**src/rtl/front_layer_ctrl.sv**
```systemverilog
// C1 front-layer sequencer: weight load, 28x28 convolution sweep, done.
// Drives the one-hot state bus, column/row counters and output framing.
module front_layer_ctrl #(
  parameter int FILTER_WIDTH       = 5,
  parameter int INPUT_WIDTH        = 32,
  parameter int OUTPUT_FEATURE_MAP = 6,
  parameter int W_DEPTH            = 26
) (
  input  logic       clk,
  input  logic       rst,
  input  logic       start,
  output logic [4:0] st,
  output logic [4:0] in_cell_row,
  output logic [4:0] out_row,
  output logic       out_valid,
  output logic       busy,
  output logic       done
);

  localparam int W_LOAD_CYCLES = OUTPUT_FEATURE_MAP * W_DEPTH + 1;
  localparam int OUT_DIM_I     = INPUT_WIDTH - FILTER_WIDTH + 1;

  localparam logic [7:0] W_LAST   = 8'(W_LOAD_CYCLES - 1);
  localparam logic [4:0] OUT_DIM  = 5'(OUT_DIM_I);
  localparam logic [4:0] ROW_LAST = 5'(OUT_DIM_I - 1);

  typedef enum logic [4:0] {
    IDLE   = 5'b00001,
    LOAD_W = 5'b00010,
    CALC   = 5'b00100,
    DONE   = 5'b01000
  } state_t;

  state_t     r_st;
  state_t     w_st_n;
  logic [7:0] r_cnt;
  logic [7:0] w_cnt_n;
  logic [4:0] r_col;
  logic [4:0] w_col_n;
  logic [4:0] r_row;
  logic [4:0] w_row_n;
  logic       r_valid;
  logic       r_busy;
  logic       r_done;

  always_ff @(posedge clk) begin
    if (rst) begin
      r_st    <= IDLE;
      r_cnt   <= 8'd0;
      r_col   <= 5'd0;
      r_row   <= 5'd0;
      r_valid <= 1'b0;
      r_busy  <= 1'b0;
      r_done  <= 1'b0;
    end else begin
      r_st    <= w_st_n;
      r_cnt   <= w_cnt_n;
      r_col   <= w_col_n;
      r_row   <= w_row_n;
      r_valid <= (w_st_n == CALC) && (w_col_n < OUT_DIM);
      r_busy  <= (w_st_n != IDLE);
      r_done  <= (w_st_n == DONE);
    end
  end

  // Counters default to zero so every non-CALC state parks them at 0.
  always_comb begin
    w_st_n  = r_st;
    w_cnt_n = 8'd0;
    w_col_n = 5'd0;
    w_row_n = 5'd0;
    case (r_st)
      IDLE: begin
        if (start) w_st_n = LOAD_W;
      end
      LOAD_W: begin
        if (r_cnt >= W_LAST) w_st_n = CALC;
        else w_cnt_n = r_cnt + 8'd1;
      end
      CALC: begin
        if (r_col >= OUT_DIM) begin
          if (r_row >= ROW_LAST) w_st_n = DONE;
          else w_row_n = r_row + 5'd1;
        end else begin
          w_col_n = r_col + 5'd1;
          w_row_n = r_row;
        end
      end
      DONE:    w_st_n = IDLE;
      default: w_st_n = IDLE;
    endcase
  end

  assign st          = r_st;
  assign in_cell_row = r_col;
  assign out_row     = r_row;
  assign out_valid   = r_valid;
  assign busy        = r_busy;
  assign done        = r_done;

endmodule

```
**config.mk**
```make
export PLATFORM = sky130hd
export DESIGN_NAME = front_layer_ctrl
export DESIGN_NICKNAME = d
export VERILOG_FILES = /design/src/rtl/front_layer_ctrl.sv
export SDC_FILE = /design/constraint.sdc
export NUM_CORES = 1
export LEC_CHECK = 0
export CAP_MARGIN = 40
export CORE_MARGIN = 4
export CORE_UTILIZATION = 35
export DETAILED_ROUTE_END_ITERATION = 10
export SYNTH_ARGS = -nofsm -noshare
export SYNTH_HDL_FRONTEND = slang
export SYNTH_SLANG_ARGS = --single-unit
```
**constraint.sdc**
```tcl
create_clock -name clk -period 1.5 [get_ports clk]
set_input_delay 0.375 -clock clk [delete_from_list [all_inputs] [get_ports clk]]
set_output_delay 0.375 -clock clk [all_outputs]
set_load 0.03 [all_outputs]
```
After elaboration in Yosys (flattened, before gate mapping):

Cells that the tools add are included.

* register bits: 26
* output and inout bits: 18
* logic and storage cells: 33

* add/sub/neg operators: 3
* magnitude comparators: 4
* equal/unequal tests: 6
* multiplexer cells: 8
* bitwise gates (word level): 2
* reduce and logical (&&, ||, !) cells: 3

Operators with widths (count)
* $mux W5: 7
* $pmux W5 S3: 1
* $add A5 B1 Y5 const B: 2
* $eq A5 B3 Y1 const B: 2
* $ge A5 B5 Y1 const B: 2
* $add A8 B1 Y8 const B: 1
* $ge A8 B8 Y1 const B: 1
* $eq A5 B1 Y1 const B: 1
* $eq A5 B2 Y1 const B: 1
* $eq A5 B4 Y1 const B: 1
* $lt A5 B5 Y1 const B: 1
* $ne A5 B1 Y1 const B: 1
* $reduce_or A3 Y1: 1
* $not A1 Y1: 2
* $reduce_or A2 Y1: 1
* $logic_and A1 B1 Y1: 1

Depth between registers and ports, before layout:

* depth after elaboration: 6
* depth in mapped cells: 5
* gate-level depth less buffers: 5

Worst setup path after synthesis:

No wires, ideal clock.

* path type: register -> register
* start point: register r_row[0], in the netlist out_row[0]
* end point: register r_valid, in the netlist out_valid
* arrival: 1.317 ns
* slack: 0.056 ns
* stages on the path, launching flop included: 6
* period minus slack after synthesis: 1.444 ns
* cell sequence: dfxtp_1 -> ha_1 -> a211o_1 -> nand4_4 -> o2111ai_1 -> a21boi_1

* longest elaborated chain between the ends: 6

Ends and longest elaborated chain
* from (decl): line 40 `logic [4:0] r_row;`
* from (signal assigned): line 59 `r_row <= w_row_n;`
* $ge A5 B5 Y1: line 82 `if (r_row >= ROW_LAST) w_st_n = DONE;`
* $mux W5: line 82
* $mux W5: line 81 `if (r_col >= OUT_DIM) begin`
* $pmux W5 S3: line 72 `case (r_st)`
* $eq A5 B3 Y1: line 60 `r_valid <= (w_st_n == CALC) && (w_col_n < OUT_DIM);`
* $logic_and A1 B1 Y1: line 60
* to (signal assigned): line 60
* to (decl): line 42 `logic r_valid;`

Every way passes these cells.
A chain may end at the register's enable or synchronous reset.

Worst setup path in the final report:

* start point: register r_st[0], in the netlist st[0]
* end point: output port st[0]

RTL lines
* from (decl): line 34 `state_t r_st;`
* from (signal assigned): line 56 `r_st <= w_st_n;`
* to (decl): line 12 `output logic [4:0] st,`

No word-level cell between the ends.

==> qor.csv <==
stage,metric,value,unit
setup_path,r2r_start,st[3]$_SDFF_PP0_,
yosys,seq_area_frac_synth,44.0,%
sta,timing.final.crit_share,96.1,%
setup_path,cp_cell_sequence,dlygate4sd2_1,
setup_path,worstPathRequired,1.12,ns
floorplan,die-area,4370,µm²
sta,slew_viol_final,0,
setup_path,critPathLaunch,st[0]$_SDFF_PP1_,
detailed_routing,dr_total_vias,955,
grt,grt_pass1_vias,963,
power,cellPowerDensity,695,nW/µm²
final_layout,nets,170,
setup_path,crit_type,reg2out,
worst_hold_path,worstHoldEndpoint,r_cnt[0]$_SDFF_PP0_,
detailed_routing,drc,0,
clock_network,clock_path_buffers,2,
sta,period_needed,1.44,ns
detailed_routing,vias_per_cell,4.68,
detailed_routing,routed_wl,2250,µm
power,leakagePower,0.593,nW
setup_path,cp_slowest_stage_delay,0.40,ns
yosys,postSynthAreaPerCell,9.31,µm²
power,vdd_ir_drop_max,531,µV
final_layout,multi_input_area,621,µm²
sta,final-setup-viol-count,0,
worst_hold_path,holdPathStages,1,
setup_path,reg2reg_to,r_cnt[6]$_SDFF_PP0_,
final_layout,final_cell_mix,"24 x dfxtp_1, 17 x buf_4, 11 x nor2_1",
setup_path,cp_slowest_cell,dlygate4sd2_1,
floorplan,fp.dieW,66.1,µm
setup_path,crit_family,buffers and inverters,
detailed_routing,route.met3.wl,95,µm
run,cap_violations,0,
setup_path,r2r_setup_slack,0.14,ns
final_layout,nFillCells,344,
yosys,syn_nets,135,
yosys,yosysWarnings,0,
sta,fmax,694,MHz
detailed_routing,antenna_left,0,
worst_hold_path,worstHoldStart,r_cnt[0]$_SDFF_PP0_,
yosys,synthCells,127,
run_status,run_status,"finished, final reports clean",
grt,grt_pass1_wl,3990,µm
final_layout,final_util,47.5,%
detailed_routing,drtIter0Drc,33,
floorplan,die_h,66.1,µm
final_layout,layout_commonest_cell,dfxtp_1,
final_layout,syn_to_final_growth,26.8,%
sta,rsz0062_at_grt,false,
detailed_routing,met1Wirelength,1110,µm
setup_path,worstRegToRegCells,5,
clock_network,cts_buffers,3,
grt,grt_max_degree,14,
detailed_routing,dr.pass1.iters,4,
setup_path,worstPathMaxFanout,2,
placed_design,dp_cells,201,
sta,finalHoldViolCount,0,
yosys,syn_area,1180,µm²
final_layout,instances_no_fill,204,
detailed_routing,routed.top_layer,met4,
floorplan,rows,20,
clock_network,path_clk_slew,0.13,ns
clock_network,insertion_delay,0.32,ns
placed_design,place.gp.congestion,0.793,
worst_hold_path,hold_path.class,reg2reg,
yosys,ys_ff_latch,26,
grt,grt_overflow,0,
floorplan,pin_count,21,
detailed_routing,wire_per_inst,11.0,µm
grt,antenna_found_initial,0,
clock_network,tritoncts,built,
setup_path,crit_arrival,1.07,ns
setup_path,crit_buf_inv,1,
yosys,yosys.cell_types.count,35,
detailed_routing,met2_length,1020,µm
final_layout,insertedDiodeCount,0,
power,finalPower,1.04,mW
setup_path,start_kind,flip-flop,
floorplan,start_util,37.5,%
final_layout,seq_area,523,µm²
sta,finClkSkew,0.00735,ns
final_layout,drive_gt1_share,25.6,%
clock_network,cts_sinks,26,
clock_network,h-tree-depth,1,
sta,holdWs,0.517,ns
sta,timing.final.ws_setup,0.0585,ns
clock_network,postCtsSetupRepairBufs,0,
placed_design,port_buffers,20,
placed_design,hpwlAfterDp,1760,µm
grt,grt_usage,11.7,%
setup_path,cp-end-kind,primary output,
clock_network,cts-root-buf,clkbuf_4,
placed_design,place_ws,-0.130,ns
floorplan,coreArea,3150,µm²
## worst max path at each step
stage                                 to  cells past startpoint
finish                             st[0]                      1
global route                  out_row[1]                      1
CTS                           out_row[0]                      1
detailed placement   r_cnt[6]$_SDFF_PP0_                      5
global placement     r_cnt[4]$_SDFF_PP0_                      5
floorplan           out_valid$_SDFF_PP0_                      5
## cells by family after synthesis
family	share of synthesized area [%]
AOI/OAI and AO/OA	9.42
xor gates and xnor gates	7.41
adders and majority gates	5.29
buffers and inverters	3.49
DFF	44.0
other	0.317
and+or+nand+nor	30.1
## Yosys cell counts, drive strengths merged
cell type	count	area (µm²)
inv	8	30.0
a21boi	2	15.0
a311o	1	10.0
nor2	22	115
o21ai	3	15.0
a31oi	1	6.26
nor3	3	15.0
nand2	7	26.3
o31a	1	8.76
and2b	1	7.51
nand4	4	40.0
nor3b	1	7.51
xnor2	3	26.3
xor2	7	61.3
dfxtp	26	521
a41oi	1	8.76
a211o	1	8.76
conb	1	3.75
nand3b	2	15.0
buf	1	11.3
and3	3	18.8
nand4b	1	8.76
o2111ai	1	8.76
a21oi	6	30.0
nand3	12	77.6
ha	5	62.6
nor2b	1	6.26
nand2b	1	6.26
or3	1	11.3
## layout make-up
| class | count | share of cell area (%) |
|---|---|---|
| multi-input combinational | 92 | 41.4 |
| sequential | 26 | 34.9 |
| inverter | 8 | 2.00 |
| tap | 44 | 3.67 |
| timing repair buffer | 31 | 16.5 |
| clock buffer | 3 | 1.50 |
## power by group
part           switching, mW  internal [mW]
registers            0.00346          0.695
clock network          0.194         0.0940
logic                 0.0292         0.0253
## state kept, by name (all words and copies together) (netlist names)
name / cells
r_cnt: 8
in_cell_row: 5
out_row: 5
st: 5
busy: 1
done: 1
out_valid: 1
## layer usage
layer,track usage [%],vias to the layer above
li1,-,499
met1,14.6,433
met2,18.6,19
met3,3.06,4
met4,5.33,0
met5,0,-
## stage by stage
step	setup TNS, ns	instance area [µm²]
finish	0	1500
global route	0	1500
CTS	0	1510
detailed placement	-1.37	1490
global placement	-1.10	1490
floorplan	0	1180
## what timing repair did
action                                  in CTS  in global routing
endpoints found under the setup margin      12                  8
hold buffers                                 0                  0
resized for setup                           15                 10
No activity file was read; power rests on OpenSTA's default activity.
